$ cat config.mk
export PLATFORM = sky130hd
export DESIGN_NAME = bist_misr_reg
export DESIGN_NICKNAME = d
export VERILOG_FILES = /design/src/rtl/bist_pkg.sv /design/src/rtl/bist_misr_reg.sv
export SDC_FILE = /design/constraint.sdc
export NUM_CORES = 1
export LEC_CHECK = 0
export CORE_MARGIN = 10
export CORE_UTILIZATION = 36
export CTS_CLUSTER_SIZE = 24
export DETAILED_ROUTE_END_ITERATION = 8
export PLACE_DENSITY = 0.73
export SYNTH_ARGS = -nofsm -noshare
export SYNTH_HDL_FRONTEND = slang
export SYNTH_SLANG_ARGS = --single-unit
$ cat constraint.sdc
create_clock -name clk -period 1.15 [get_ports clk]
set_clock_uncertainty 0.05 [all_clocks]
set_input_delay 0.115 -clock clk [delete_from_list [all_inputs] [get_ports clk]]
set_output_delay 0.115 -clock clk [all_outputs]
set_load 0.01 [all_outputs]
$ cat src/rtl/bist_pkg.sv
// Shared BIST definitions: checker FSM states, default MISR geometry and the
// MISR next-state function used by the checker and the pattern generator.
package bist_pkg;

  localparam int unsigned MISR_MAX_W    = 64;
  localparam int unsigned DEFAULT_WIDTH = 16;
  localparam logic [DEFAULT_WIDTH-1:0] DEFAULT_POLY = 16'h002D;

  typedef enum logic [2:0] {
    S_IDLE    = 3'd0,
    S_ARMED   = 3'd1,
    S_COMPACT = 3'd2,
    S_CHECK   = 3'd3,
    S_DONE    = 3'd4
  } bist_state_e;

  // One MISR step on a 'width'-bit register held in the low bits of a wide word.
  function automatic logic [MISR_MAX_W-1:0] misr_next(
    input logic [MISR_MAX_W-1:0] sig,
    input logic [MISR_MAX_W-1:0] data,
    input logic [MISR_MAX_W-1:0] poly,
    input int unsigned           width
  );
    logic [MISR_MAX_W-1:0] mask;
    logic                  msb;
    mask = (width >= MISR_MAX_W) ? '1 : ((MISR_MAX_W'(1) << width) - MISR_MAX_W'(1));
    msb  = |((sig >> (width - 1)) & MISR_MAX_W'(1));
    return ((sig << 1) ^ (msb ? poly : '0) ^ data) & mask;
  endfunction

endpackage

$ cat src/rtl/bist_misr_reg.sv
// WIDTH-bit multiple-input signature register with seed load and step enables.
module bist_misr_reg
  import bist_pkg::*;
#(
  parameter int unsigned       WIDTH = DEFAULT_WIDTH,
  parameter logic [WIDTH-1:0]  POLY  = DEFAULT_POLY,
  parameter logic [WIDTH-1:0]  SEED  = '0
) (
  input  logic             clk,
  input  logic             reset,
  input  logic             load,
  input  logic             step,
  input  logic [WIDTH-1:0] data,
  output logic [WIDTH-1:0] sig
);

  logic [WIDTH-1:0] sig_step_c;

  assign sig_step_c = WIDTH'(misr_next(MISR_MAX_W'(sig), MISR_MAX_W'(data),
                                       MISR_MAX_W'(POLY), WIDTH));

  // Load wins over step so an init always reseeds.
  always_ff @(posedge clk or posedge reset) begin
    if (reset) begin
      sig <= '0;
    end else if (load) begin
      sig <= SEED;
    end else if (step) begin
      sig <= sig_step_c;
    end
  end

endmodule

Word-level counts from Yosys, hierarchy flattened
Index checks and enable logic that the tools add are counted.
{"block": "totals", "in_bits": 20, "ff_bits": 16, "wordCells": 7}
{"block": "classes", "muxes": 3, "n_reduce_logical": 1, "bitwise": 2}
{"cell": "16-bit two-way mux", "n": 2}
{"cell": "16-bit bitwise XOR", "n": 1}
{"cell": "16-bit by 6-bit bitwise XOR with 16-bit output", "n": 1}
{"cell": "6-bit two-way mux", "n": 1}
{"cell": "2-bit nonzero test", "n": 1}

Logic depth before layout (Yosys ltp)
{"block": "logic_depth", "depth_word": 5, "depth_mapped": 4}

Least setup slack after synthesis
OpenSTA, ideal clock, no wires.
{"block": "synth_path", "path_kind": "flip-flop to flip-flop", "start": "register sig[15]", "end": "register sig[2]", "period_less_slack_ns": 1.214, "arrival_ns": 1.043, "path_buffers": 1, "setup_ns": 0.121, "required_time_ns": 0.979, "path_slack_ns": -0.064, "stages_incl_launch_ff": 5, "cell_sequence": "dfrtp_1 buf_6 xor3_1 mux2i_1 nor2_1"}
{"block": "synth_via", "elab_chain_len": 5}
{"element": "from (decl)", "line": "bist_misr_reg.sv:14", "rtl": "output logic [WIDTH-1:0] sig"}
{"element": "from (signal assigned)", "line": "bist_misr_reg.sv:29", "rtl": "sig <= sig_step_c;"}
{"element": "6-bit two-way mux", "line": "bist_pkg.sv:28", "rtl": "return ((sig << 1) ^ (msb ? poly : '0) ^ data) & mask;"}
{"element": "16-bit by 6-bit bitwise XOR with 16-bit output", "line": "bist_pkg.sv:28"}
{"element": "16-bit bitwise XOR", "line": "bist_pkg.sv:28"}
{"element": "16-bit two-way mux", "line": "bist_misr_reg.sv:28", "rtl": "end else if (step) begin"}
{"element": "16-bit two-way mux", "line": "bist_misr_reg.sv:26", "rtl": "end else if (load) begin"}
Every way passes these cells. The select of a mux whose other input is x is not followed.
A chain may end at the register's enable or synchronous reset.

Final worst setup path
{"block": "layout_path", "start": "register sig[1]", "end": "register sig[2]"}
{"block": "layout_via", "elab_chain_len": 4}
{"element": "16-bit by 6-bit bitwise XOR with 16-bit output", "line": "bist_pkg.sv:28"}
{"element": "16-bit bitwise XOR", "line": "bist_pkg.sv:28"}
{"element": "16-bit two-way mux", "line": "bist_misr_reg.sv:28"}
{"element": "16-bit two-way mux", "line": "bist_misr_reg.sv:26"}
Every way passes these cells. The select of a mux whose other input is x is not followed.

==> summary.txt <==
Global route
  – Initial antenna violation count: 0
  – Pin count of the biggest net entering global routing: 30
  – First-pass GRT wire length: 3.450 mm
  – Overall Global Routing Usage: 9.855%
  – Remaining global-route overflow: 0
  – Number of global-route vias before repair: 716

Clock tree
  – Maximum clock insertion buffer count: 2
  – TritonCTS Buffers: 3
  – Sink count of the clock tree: 16
  – Root buffer cell: sky130_fd_sc_hd__clkbuf_4
  – Clock slew at reported path FFs: 0.09 ns
  – Quantity of hold-fixing buffers added after cts: 0
  – CTS H-Tree Depth: 1
  – TritonCTS clock tree: yes
  – Clock network latency to the later pin of the worst-skew pair: 0.28 ns

Synth
  – Syn Nets: 91
  – Count of synthesis-stage warnings from yosys: 0
  – Portion of the post-synthesis area used by sequential elements: 49.38%
  – Count of unique library cells instantiated by Yosys: 10
  – Cells after Synth: 71
  – Top area cells in the synthesized netlist: sky130_fd_sc_hd__dfrtp_1 (49%), sky130_fd_sc_hd__xnor2_1 (14%), sky130_fd_sc_hd__a211oi_1 (12%), sky130_fd_sc_hd__xor3_1 (8.8%), sky130_fd_sc_hd__nor2_1 (7.4%)
  – Dominant cell type by area after synthesis: sky130_fd_sc_hd__dfrtp_1
  – Xor and xnor area share after synthesis: 22.84%
  – Post-synthesis share of cell area spent on full adders, half adders and majority gates: 0%
  – Largest family of logic cells by synthesized area: XOR/XNOR gates
  – Top cell type's share of synthesized area: 49.38%
  – Share of synthesized area spent on multiplexers: 3.704%
  – Post-synthesis area per instance: 11.42 um^2
  – Number of storage elements in the synthesis netlist: 16
  – Cell area after synthesis: 810.8 um^2
  – Share of the synthesized area in compound gates (AO/OA/AOI/OAI): 12.04%
  – Simple-gate portion of the synthesized area: 7.407%

Placement
  – Port Buf Inserts: 35
  – DP Wirelength: 1.621 mm
  – Placed cell areas: 1280 um^2
  – Setup Slack @ Placement: -0.1276 ns
  – Routability-driven placement congestion ratio: 0.6630

Finish
  – Share of final-layout standard cells stronger than drive strength 1: 21.31%
  – Area growth from synthesis to final layout: 63.43%
  – Largest Register: sig
  – Largest registers: sig (16)
  – Final std cell area, no fill: 1325 um^2
  – Max reg flops: 16
  – Final antenna diode count: 0
  – Total Nets Final: 143

STA
  – Least-Margin Pin Slew: 0.2144 ns
  – Clock period minus worst slack: 1.146 ns
  – Final setup slack of the worst path: 0.003661 ns
  – Finish-stage setup viols: 0
  – Setup tns final: 0 ns
  – Unrepaired setup endpoints after global routing: true
  – Count of endpoints failing hold in the final timing report: 0
  – Maximum frequency from static timing analysis: 872.3 MHz
  – Max-Slew Margin vs Limit: 85.71%
  – Final-report max-slew violation count: 0
  – Share of the clock period used by the worst path: 99.68%

Pwr
  – Areal power density over the cells: 1109 nW/um^2
  – IR drop worst, VDD: 0.7019 mV
  – Total Power: 1.470 mW
  – Leakage Power: 0.6139 nW

Min path
  – Worst min-delay path class: in -> async

Route
  – Detailed-route vias per instance: 4.627
  – DRC marker count from the first detailed-route iteration: 16
  – First-pass iteration count of the detailed router: 4
  – Total wire length: 2.050 mm
  – Avg WL per Cell: 13.67 um
  – Residual DRC: 0
  – Number of routed nets with antenna violations: 0
  – Vias after detailed routing: 694

Setup path
  – Kind of launch point of the worst setup path: flop
  – Stage delay of the slowest cell on the critical path: 0.41 ns
  – Kind of end point of the critical path: flop
  – Cell count of the worst reg-to-reg path: 3
  – Maximum fanout count along the critical path: 3
  – Slowest CP cell: sky130_fd_sc_hd__xor3_1
  – Arrival time at the worst endpoint: 1.28 ns
  – CP required: 1.28 ns
  – Critical path class: reg -> reg
  – Series of cell instances along the critical path: xor3_1 > mux2i_1 > nor2_1

Floorplanning
  – Die span in x: 67.46 um
  – Top-level I/O count: 36
  – Starting density of the core: 37.37%
  – Vertical die dimension: 67.46 um
  – Area enclosed by the die boundary: 4550 um^2
  – Core footprint: 2170 um^2
  – Number of placement rows: 17

Status
  – Status: finished, final reports clean

Job
  – Number of max-capacitance violations reported: 0
==> cells by family after synthesis <==
| logic type | count (synthesis) |
|---|---|
| AOI/OAI and AO/OA | 13 |
| xor gates and xnor gates | 16 |
| buffers and inverters | 7 |
| DFF | 16 |
| muxes | 3 |
| and+or+nand+nor | 16 |
==> final timing paths <==
check	startpoint	end	slack [ns]
worst min register to register	sig[2]	sig[2]	0.53
worst max register to register	sig[1]	sig[2]	0.004
worst max-delay path	sig[1]	sig[2]	0.004
min in group clk	data[9]	sig[9]	0.42
max in group asynchronous	reset	sig[14]	0.79
worst min-delay path	reset	sig[6]	0.08
==> cells in the mapped netlist <==
cell	n
sky130_fd_sc_hd__buf_2	3
sky130_fd_sc_hd__xor3_1	3
sky130_fd_sc_hd__dfrtp_1	16
sky130_fd_sc_hd__buf_6	1
sky130_fd_sc_hd__clkbuf_1	2
sky130_fd_sc_hd__a211oi_1	13
sky130_fd_sc_hd__inv_1	1
sky130_fd_sc_hd__xnor2_1	13
sky130_fd_sc_hd__nor2_1	16
sky130_fd_sc_hd__mux2i_1	3
==> area by class of cell <==
type,count,area (um^2)
Sequential cell,16,400.4
Clock buffer,4,36.28
Inverter,1,3.754
Tap cell,28,35.03
Multi-Input combinational cell,48,372.9
Timing Repair Buffer,53,476.7
Fill cell,205,844.6
==> power by group <==
group	total [mW]	switching (mW)	internal [mW]
Clock	0.368	0.176	0.192
Combinational	0.461	0.177	0.284
Sequential	0.641	0.0294	0.612
==> worst max-delay path, delay by kind of cell (launching register included) <==
kind	cells	cell delay (ns)
xor+xnor	1	0.41
flops	1	0.39
mux	1	0.14
simple gates	1	0.05
==> stage by stage <==
step                utilization (%)  hold slack [ns]  cells
floorplan                         -         -0.02126     71
global placement              59.00           0.3885    142
detailed placement            59.00           0.3899    142
CTS                           61.02          0.07627    149
global route                  61.07          0.09208    150
finish                        61.07          0.07780    150
==> metal layers <==
layer	up-vias	global-route usage (%)	routed length, um
met2	29	15.40	988
met4	0	3.077	11
met3	2	4.793	201
met1	315	11.68	849
li1	348	-	-
met5	-	0	0
==> what timing repair did <==
action,4_1_cts,5_1_grt
buffers inserted,3,1
resized for setup,20,15
setup endpoints to repair,18,18
cloned,0,0
==> cells in the final DEF (no fill, tap or decap), types with 3 or more instances in the layout <==
| cell type | netlist | final |
|---|---|---|
| sky130_fd_sc_hd__a211oi_1 | 13 | 13 |
| sky130_fd_sc_hd__buf_4 | 0 | 17 |
| sky130_fd_sc_hd__clkbuf_2 | 0 | 4 |
| sky130_fd_sc_hd__clkbuf_4 | 0 | 3 |
| sky130_fd_sc_hd__clkdlybuf4s15_1 | 0 | 11 |
| sky130_fd_sc_hd__clkdlybuf4s50_1 | 0 | 19 |
| sky130_fd_sc_hd__dfrtp_1 | 16 | 16 |
| sky130_fd_sc_hd__mux2i_1 | 3 | 3 |
| sky130_fd_sc_hd__nor2_1 | 16 | 16 |
| sky130_fd_sc_hd__xnor2_1 | 13 | 13 |
| sky130_fd_sc_hd__xor3_1 | 3 | 3 |
Power figures use the tool's default switching activity.
